<file path="config.mk">
export PLATFORM = sky130hd
export DESIGN_NAME = seq_multiplier
export DESIGN_NICKNAME = d
export VERILOG_FILES = /design/src/rtl/seq_multiplier_pkg.sv /design/src/rtl/seq_multiplier_adder.sv /design/src/rtl/seq_multiplier.sv
export SDC_FILE = /design/constraint.sdc
export NUM_CORES = 1
export LEC_CHECK = 0
export CORE_MARGIN = 5
export CORE_UTILIZATION = 45
export DETAILED_ROUTE_END_ITERATION = 16
export PLACE_DENSITY = 0.75
export SKIP_CTS_REPAIR_TIMING = 1
export SLEW_MARGIN = 25
export SYNTH_ARGS = -nofsm -noshare
export SYNTH_HDL_FRONTEND = slang
export SYNTH_HIERARCHICAL = 1
export SYNTH_SLANG_ARGS = --single-unit
</file>
<file path="constraint.sdc">
create_clock -name clk -period 3.65 [get_ports clk]
set_clock_uncertainty 0.15 [all_clocks]
set_input_delay 0.73 -clock clk [delete_from_list [all_inputs] [get_ports clk]]
set_output_delay 0.73 -clock clk [all_outputs]
set_load 0.005 [all_outputs]
</file>
<file path="src/rtl/seq_multiplier_pkg.sv">
// Shared arithmetic package for the sequential multiplier.
// Contents:
//   state_t / ST_*        FSM state type and encodings (IDLE/BUSY/DONE)
//   SUPPORTED_WIDTHS      operand widths the multiplier can be built with
//   width_supported()     elaboration-time check against that list
package seq_multiplier_pkg;

  typedef logic [1:0] state_t;

  localparam state_t ST_IDLE = 2'b00;
  localparam state_t ST_BUSY = 2'b01;
  localparam state_t ST_DONE = 2'b10;

  localparam int NUM_WIDTHS = 5;
  // Entry 0 is the narrowest width.
  localparam logic [NUM_WIDTHS-1:0][7:0] SUPPORTED_WIDTHS =
    {8'd64, 8'd32, 8'd16, 8'd8, 8'd4};

  function automatic bit width_supported(input int w);
    bit ok;
    ok = 1'b0;
    for (int i = 0; i < NUM_WIDTHS; i++) begin
      if (w == 32'(SUPPORTED_WIDTHS[i])) ok = 1'b1;
    end
    return ok;
  endfunction

endpackage

</file>
<file path="src/rtl/seq_multiplier_adder.sv">
// Carry-lookahead adder (parallel-prefix carry network).
// Ports:
//   a, b  [WIDTH-1:0]  addends
//   cin                carry in
//   sum   [WIDTH-1:0]  a + b + cin (low WIDTH bits)
//   cout               carry out
module adder #(
  parameter int WIDTH = 32
) (
  input  logic [WIDTH-1:0] a,
  input  logic [WIDTH-1:0] b,
  input  logic             cin,
  output logic [WIDTH-1:0] sum,
  output logic             cout
);

  localparam int LEVELS = (WIDTH > 1) ? $clog2(WIDTH) : 1;

  always_comb begin
    logic [WIDTH-1:0] p;
    logic [WIDTH-1:0] gg;
    logic [WIDTH-1:0] pp;
    logic [WIDTH-1:0] gn;
    logic [WIDTH-1:0] pn;
    logic [WIDTH:0]   c;
    int               d;

    p  = a ^ b;
    gg = a & b;
    pp = p;
    // Each level doubles the span of the group generate/propagate terms,
    // so after LEVELS steps bit i summarises bits [i:0].
    for (int l = 0; l < LEVELS; l++) begin
      d  = 1 << l;
      gn = gg;
      pn = pp;
      for (int i = 0; i < WIDTH; i++) begin
        if (i >= d) begin
          gn[i] = gg[i] | (pp[i] & gg[i-d]);
          pn[i] = pp[i] & pp[i-d];
        end
      end
      gg = gn;
      pp = pn;
    end

    c[0] = cin;
    for (int i = 0; i < WIDTH; i++) begin
      c[i+1] = gg[i] | (pp[i] & cin);
    end

    sum  = p ^ c[WIDTH-1:0];
    cout = c[WIDTH];
  end

endmodule

</file>
<file path="src/rtl/seq_multiplier.sv">
// Fixed-latency shift-and-add unsigned multiplier.
// One operand pair is accepted in IDLE; WIDTH BUSY iterations follow; the
// product is then held in DONE until the consumer takes it.
// Handshake: a transfer happens on a rising edge where valid and ready are
// both 1. Producers hold valid and data until that edge; ready may depend on
// state only, never on the partner's valid.
// Ports:
//   clk, rst              clock, asynchronous active-high reset
//   in_valid/in_ready     operand handshake (in_ready only in IDLE)
//   in1, in2              unsigned multiplicand / multiplier
//   out_valid/out_ready   product handshake (out_valid only in DONE)
//   out                   2*WIDTH product register
//   busy                  high while iterating
//   dbg_state             current FSM state for checkers
module seq_multiplier
  import seq_multiplier_pkg::*;
#(
  parameter int WIDTH = 32
) (
  input  logic               clk,
  input  logic               rst,
  input  logic               in_valid,
  output logic               in_ready,
  input  logic [WIDTH-1:0]   in1,
  input  logic [WIDTH-1:0]   in2,
  output logic               out_valid,
  input  logic               out_ready,
  output logic [2*WIDTH-1:0] out,
  output logic               busy,
  output logic [1:0]         dbg_state
);

  if (!width_supported(WIDTH)) begin : g_bad_width
    $error("seq_multiplier: unsupported WIDTH %0d", WIDTH);
  end

  // One extra bit so the count can reach WIDTH without wrapping.
  localparam int CW = $clog2(WIDTH) + 1;
  localparam logic [CW-1:0] LAST_ITER = CW'(WIDTH - 1);

  state_t               state;
  logic [2*WIDTH-1:0]   prod;
  logic [WIDTH-1:0]     mcand;
  logic [CW-1:0]        cnt;

  logic [WIDTH-1:0]     addend;
  logic [WIDTH-1:0]     psum;
  logic                 pcarry;

  assign addend = prod[0] ? mcand : '0;

  adder #(.WIDTH(WIDTH)) u_adder (
    .a    (prod[2*WIDTH-1:WIDTH]),
    .b    (addend),
    .cin  (1'b0),
    .sum  (psum),
    .cout (pcarry)
  );

  always_ff @(posedge clk or posedge rst) begin
    if (rst) begin
      state <= ST_IDLE;
      prod  <= '0;
      mcand <= '0;
      cnt   <= '0;
    end else begin
      case (state)
        ST_IDLE: begin
          if (in_valid) begin
            mcand <= in1;
            prod  <= {{WIDTH{1'b0}}, in2};
            cnt   <= '0;
            state <= ST_BUSY;
          end
        end
        ST_BUSY: begin
          // Carry out of the partial sum becomes the new top bit as the
          // register shifts right by one.
          prod <= {pcarry, psum, prod[WIDTH-1:1]};
          cnt  <= cnt + CW'(1);
          if (cnt == LAST_ITER) state <= ST_DONE;
        end
        ST_DONE: begin
          if (out_ready) state <= ST_IDLE;
        end
        default: state <= ST_IDLE;
      endcase
    end
  end

  assign in_ready  = (state == ST_IDLE);
  assign busy      = (state == ST_BUSY);
  assign out_valid = (state == ST_DONE);
  assign out       = prod;
  assign dbg_state = state;

endmodule
</file>
**Yosys cells after proc, flatten, opt, wreduce, memory -nomap -nowiden**

Cells that the tools add are included.

- Register bits after elaboration: 104
- Bits of input ports: 68
- Output and inout port bits: 69
- Logic and storage cells: 384

- Add/sub/neg operators: 1
- Eq/ne operators: 6
- Muxes and demuxes: 9
- Bitwise gates (word level): 359
- Reductions and logical operators: 5

Operator list:

| operator | count |
|---|---|
| 1-bit bitwise AND | 227 |
| 1-bit bitwise OR | 129 |
| 64-bit case mux with 2 select lines | 1 |
| 64-bit two-way mux | 1 |
| 32-bit XOR | 2 |
| 32-bit bitwise AND | 1 |
| 32-bit two-way mux | 1 |
| 6-bit case mux with 2 select lines | 1 |
| 6-bit by 1-bit adder with 6-bit output, second input constant | 1 |
| 6-bit by 5-bit == test with 1-bit output, second input constant | 1 |
| 2-bit two-way mux | 3 |
| 6-bit two-way mux | 1 |
| 2-bit case mux with 3 select lines | 1 |
| 2-bit by 1-bit inequality test with 1-bit output, second input constant | 2 |
| 2-bit AND reduction | 2 |
| 3-bit AND reduction | 1 |
| 2-bit by 1-bit == test with 1-bit output, second input constant | 1 |
| 2-bit == test, second input constant | 1 |
| 2-bit zero test | 1 |
| 2-bit inequality test, second input constant | 1 |
| 2-bit nonzero test | 1 |

**Depth between registers and ports, before layout**

- Depth after elaboration: 13
- Gate-level depth with buffers: 13

**Modules after synthesis**

Netlist, hierarchy kept.

By module, submodules not included:

| module | instances | cells each | area each (µm²) | seq. area each (µm²) |
|---|---|---|---|---|
| seq_multiplier | 1 | 495 | 4,425.5 | 2,602.5 |
| adder | 1 | 225 | 1,686.6 | 0.0 |

**Least setup slack after synthesis**

OpenSTA, ideal clock, no wires.

- Kind: register to register
- Start point: register prod[0], in the netlist out[0]
- End point: register prod[58], in the netlist out[58]
- Arrival time: 2.466 ns
- Data required time: 3.435 ns
- Setup slack: 0.969 ns
- Stages on the path, launching flop included: 13
- Path buffers: 1
- Path through: dfrtp_1 clkbuf_1 and2_1 ha_1 a21oi_2 o21ai_2 a221oi_2 o31ai_2 a31o_1 a41oi_2 xnor2_1 nand2_1 nand2_1

RTL lines:

| what | RTL line | text |
|---|---|---|
| start, declared | seq_multiplier.sv:42 | `logic [2*WIDTH-1:0] prod;` |
| start signal, assigned | seq_multiplier.sv:71 | `prod <= {{WIDTH{1'b0}}, in2};` |
| start signal, assigned | seq_multiplier.sv:79 | `prod <= {pcarry, psum, prod[WIDTH-1:1]};` |
| 32-bit two-way mux (*) | seq_multiplier.sv:50 | `assign addend = prod[0] ? mcand : '0;` |
| net addend[16] | seq_multiplier.sv:46 | `logic [WIDTH-1:0] addend;` |
| 32-bit XOR | seq_multiplier_adder.sv:28 | `p = a ^ b;` |
| 1-bit bitwise AND | seq_multiplier_adder.sv:39 | `gn[i] = gg[i] \| (pp[i] & gg[i-d]);` |
| 1-bit bitwise OR | seq_multiplier_adder.sv:39 |  |
| 1-bit bitwise AND | seq_multiplier_adder.sv:39 |  |
| 1-bit bitwise OR (2 in series) | seq_multiplier_adder.sv:39 |  |
| 1-bit bitwise AND | seq_multiplier_adder.sv:39 |  |
| 1-bit bitwise OR | seq_multiplier_adder.sv:39 |  |
| 1-bit bitwise OR (*) | seq_multiplier_adder.sv:39 |  |
| 32-bit XOR (*) | seq_multiplier_adder.sv:52 | `sum = p ^ c[WIDTH-1:0];` |
| net psum[27] | seq_multiplier.sv:47 | `logic [WIDTH-1:0] psum;` |
| 64-bit case mux with 2 select lines (*) | seq_multiplier.sv:67 | `case (state)` |

The timed path passes the listed nets; every way through them passes the cells marked *.
A chain may end at the register's enable or synchronous reset.

**Worst setup path in the final report**

- Start point: register prod[0], in the netlist out[0]
- End point: register prod[63], in the netlist out[63]

RTL lines:

| what | RTL line | text |
|---|---|---|
| 32-bit two-way mux (*) | seq_multiplier.sv:50 |  |
| net addend[10] | seq_multiplier.sv:46 |  |
| 32-bit bitwise AND / 32-bit XOR (equally long branches) | seq_multiplier_adder.sv:29, seq_multiplier_adder.sv:28 |  |
| 1-bit bitwise AND (on tied branches) | seq_multiplier_adder.sv:39, seq_multiplier_adder.sv:40 |  |
| 1-bit bitwise OR / 1-bit bitwise AND (equally long branches) | seq_multiplier_adder.sv:39 |  |
| 1-bit bitwise OR | seq_multiplier_adder.sv:39 |  |
| 1-bit bitwise AND | seq_multiplier_adder.sv:39 |  |
| 1-bit bitwise OR | seq_multiplier_adder.sv:39 |  |
| 1-bit bitwise OR (*) | seq_multiplier_adder.sv:39 |  |
| 1-bit bitwise AND (*) | seq_multiplier_adder.sv:39 |  |
| 1-bit bitwise OR (*) | seq_multiplier_adder.sv:39 |  |
| net pcarry | seq_multiplier.sv:48 | `logic pcarry;` |
| 64-bit case mux with 2 select lines (*) | seq_multiplier.sv:67 |  |

Marks and branches as above.

==> results <==
==> power breakdown <==
group	leakage, nW	total (mW)	switching (mW)	internal [mW]
clock	0.144	0.998	0.456	0.542
sequential	1.25	2.27	0.509	1.76
combinational	2.19	4.71	2.51	2.20
==> layout make-up <==
class | instances | area share, %
flip-flops and latches | 104 | 33.0
multi-input cells | 571 | 41.9
repair buffers | 143 | 18.2
clock buffers | 10 | 2.90
clock inverters | 6 | 0.919
inverters | 7 | 0.364
well taps | 176 | 2.79
==> cells by family after synthesis <==
family	share of synthesized area, %
and+or+nand+nor	28.1
buffers and inverters	3.62
muxes	0.164
other	0.0614
adders and majority gates	7.08
DFF	42.6
AOI/OAI and AO/OA	14.1
xor gates and xnor gates	4.30
==> synth_stat cells (all sizes together) (3+ instances only) <==
library cell	n	share of area [%]
a21oi	32	2.7
xnor2	14	2.0
and2	36	3.7
nor3	34	2.8
nand4	4	0.51
a21o	7	0.86
a211oi	4	0.57
and3	6	0.61
dfrtp	104	43
or3	3	0.31
nor2b	4	0.41
o31ai	3	0.53
o21a	4	0.49
nand3	45	3.7
clkbuf	13	0.82
o211ai	4	0.57
or2	3	0.31
o22ai	32	3.3
nor2	48	2.9
nand2b	3	0.31
buf	27	2.4
nand2	179	11
o21ai	20	1.8
xor2	16	2.3
inv	6	0.37
ha	33	6.8
o21bai	3	0.37
==> routing by layer <==
layer  global-route usage (%)  vias up  wire length (um)
met5                        0        -                 0
met4                     4.48        0               201
met3                     6.94       19              1070
met2                     34.6      149              7770
met1                     24.8     2657              6830
li1                         -     2718                 -
==> placed cells by master (no fill, tap or decap), types with 4 or more instances in the layout <==
cell type / netlist / final
sky130_fd_sc_hd__a21o_1: 7 / 7
sky130_fd_sc_hd__a21oi_1: 30 / 30
sky130_fd_sc_hd__and2_1: 36 / 36
sky130_fd_sc_hd__and3_1: 6 / 6
sky130_fd_sc_hd__buf_4: 0 / 5
sky130_fd_sc_hd__clkbuf_16: 0 / 9
sky130_fd_sc_hd__clkdlybuf4s50_1: 0 / 136
sky130_fd_sc_hd__dfrtp_1: 104 / 104
sky130_fd_sc_hd__ha_1: 33 / 33
sky130_fd_sc_hd__inv_1: 6 / 5
sky130_fd_sc_hd__inv_6: 0 / 4
sky130_fd_sc_hd__nand2_1: 178 / 178
sky130_fd_sc_hd__nand3_1: 45 / 45
sky130_fd_sc_hd__nor2_1: 48 / 48
sky130_fd_sc_hd__nor2b_1: 4 / 4
sky130_fd_sc_hd__nor3_1: 34 / 34
sky130_fd_sc_hd__o21a_1: 4 / 4
sky130_fd_sc_hd__o21ai_0: 14 / 14
sky130_fd_sc_hd__o21ai_1: 4 / 4
sky130_fd_sc_hd__o22ai_1: 32 / 32
sky130_fd_sc_hd__xnor2_1: 14 / 14
sky130_fd_sc_hd__xor2_1: 16 / 16
==> final timing paths <==
| path | end | slack [ns] | depth (start not counted) | from |
|---|---|---|---|---|
| max | out[63]$_DFFE_PP0P_ | 0.41 | 11 | out[0]$_DFFE_PP0P_ |
| min | mcand[30]$_DFFE_PP0P_ | 0.32 | 2 | mcand[30]$_DFFE_PP0P_ |
| max reg2reg | out[63]$_DFFE_PP0P_ | 0.41 | 11 | out[0]$_DFFE_PP0P_ |
| min reg2reg | mcand[30]$_DFFE_PP0P_ | 0.32 | 2 | mcand[30]$_DFFE_PP0P_ |
| max in group asynchronous | out[48]$_DFFE_PP0P_ | 2.00 | 3 | rst |
| min in group asynchronous | out[23]$_DFFE_PP0P_ | 0.68 | 2 | rst |
==> per-stage QoR <==
stage	std cells	worst slack (ns)	util, %
6_report	1017	0.409	59.4
3_5_place_dp	1001	0.412	57.1
3_3_place_gp	1001	0.480	57.1
5_1_grt	1017	0.0716	59.4
2_1_floorplan	722	0.0378	-
4_1_cts	1017	0.377	59.4
==> registers in the layout, indices dropped and copies added, names as in the netlist <==
| name | count |
|---|---|
| cnt | 6 |
| dbg_state | 2 |
| mcand | 32 |
| out | 64 |
==> worst max-delay path, stage by stage (launching register included) <==
cell and delay, ns:
sky130_fd_sc_hd__dfrtp_1 0.88, sky130_fd_sc_hd__and2_1 0.25, sky130_fd_sc_hd__ha_1 0.29, sky130_fd_sc_hd__o21a_1 0.21, sky130_fd_sc_hd__o211ai_1 0.38, sky130_fd_sc_hd__nor4b_2 0.10
sky130_fd_sc_hd__o2111ai_1 0.12, sky130_fd_sc_hd__a31oi_1 0.13, sky130_fd_sc_hd__nor2b_1 0.17, sky130_fd_sc_hd__or3_1 0.31, sky130_fd_sc_hd__nand2_1 0.07, sky130_fd_sc_hd__nand2_1 0.06
==> results.toml <==
[power_and_ir_drop]
power_density_nw_per_um2 = 1010
power.ir.vdd_worst_uv = 526
power.static_leakage_nw = 3.58
post-layout-total-power_mw = 7.98

[timing]
layout_worst_path_cycle_share_pct = 88.8
fmax_mhz = 309
timing.final.crit_period_ns = 3.24
timing_worst_slew_pin_value_ns = 0.827
timing.hold.ws_ns = 0.317
relSlewSlack_pct = 44.9
final-max-slew-violation-count = 0
finalSetupTns_ns = 0
final_hold_viol_count = 0
setup_viol = 0
unrepaired_setup_endpoints_after_global_routing = "no"

[final_layout]
num_antenna_cells = 0
area_growth_syn_to_layout_pct = 29.2
multiInputGateArea_um2 = 3310
fillers = 1167
drive_above_1_share_pct = 5.47
seq_area_um2 = 2600
final_area_um2 = 7900
num-nets-final = 938

[placement]
dp_hpwl_mm = 11.5
dpl-instance-area_um2 = 7600
gp_congestion = 0.943
placement.io_buffers = 136

[worst_setup_path]
worst_setup_path_start_kind = "flop"
path_class = "flop to flop"
critical_path_arrival_ns = 3.34
cp_max_fo = 34
worst_setup_path_end_kind = "flop"
critical_path_required_ns = 3.75

[yosys]
synth.yosys.seq_area_share_pct = 42.6
avgSynthCellArea_um2 = 8.49
dominantRegCellSynth = "sky130_fd_sc_hd__dfrtp_1"
synthesis.area_um2 = 6110
postSynth.asyncResetShare_pct = 100
ys_seq_elements = 104
gate_count_post_synth = 720
synth_enable_flop_cells = 0
synthDistinctLibCells = 67
yosys_warnings = 6

[clocking]
numClockSinks = 104
cts-htree-levels = 3
worst_skew_pair.late_latency_ns = 0.36
cts_buffers = 9
ctsRootBufferMaster = "sky130_fd_sc_hd__clkbuf_16"
cts_tree = "done"
clk_buf_depth = 2
clkTransAtPathRegs_ns = 0.07

[detailed_routing]
drcViolationCount = 0
vias_per_cell = 5.45
wl_per_cell_um = 15.6
detailedRoute.firstIterationViolations = 244
via_count = 5543
detailedRoute.firstPassIterationCount = 5
route.antenna.remaining_nets = 0
totalWireLength_mm = 15.9

[job]
maxCapViolCount = 0

[grt]
grt_max_degree = 77
wire_length_of_the_first_global_routing_pass_mm = 27.0
via_count_of_the_first_global_routing_pass = 5668
initial_antenna_violation_count = 0
groute.usage.overall_pct = 20.2
grt.overflow.total = 0

[die]
core_um2 = 13300
placementRows = 42
design.die.area_um2 = 16000
ios = 137
die_width_um = 127
die_height_um = 127
start_util_pct = 46.0

[run_status]
run_status = "finished clean"

[worst_hold_path]
holdCritPathClass = "flop to flop"
Power figures use the tool's default switching activity.
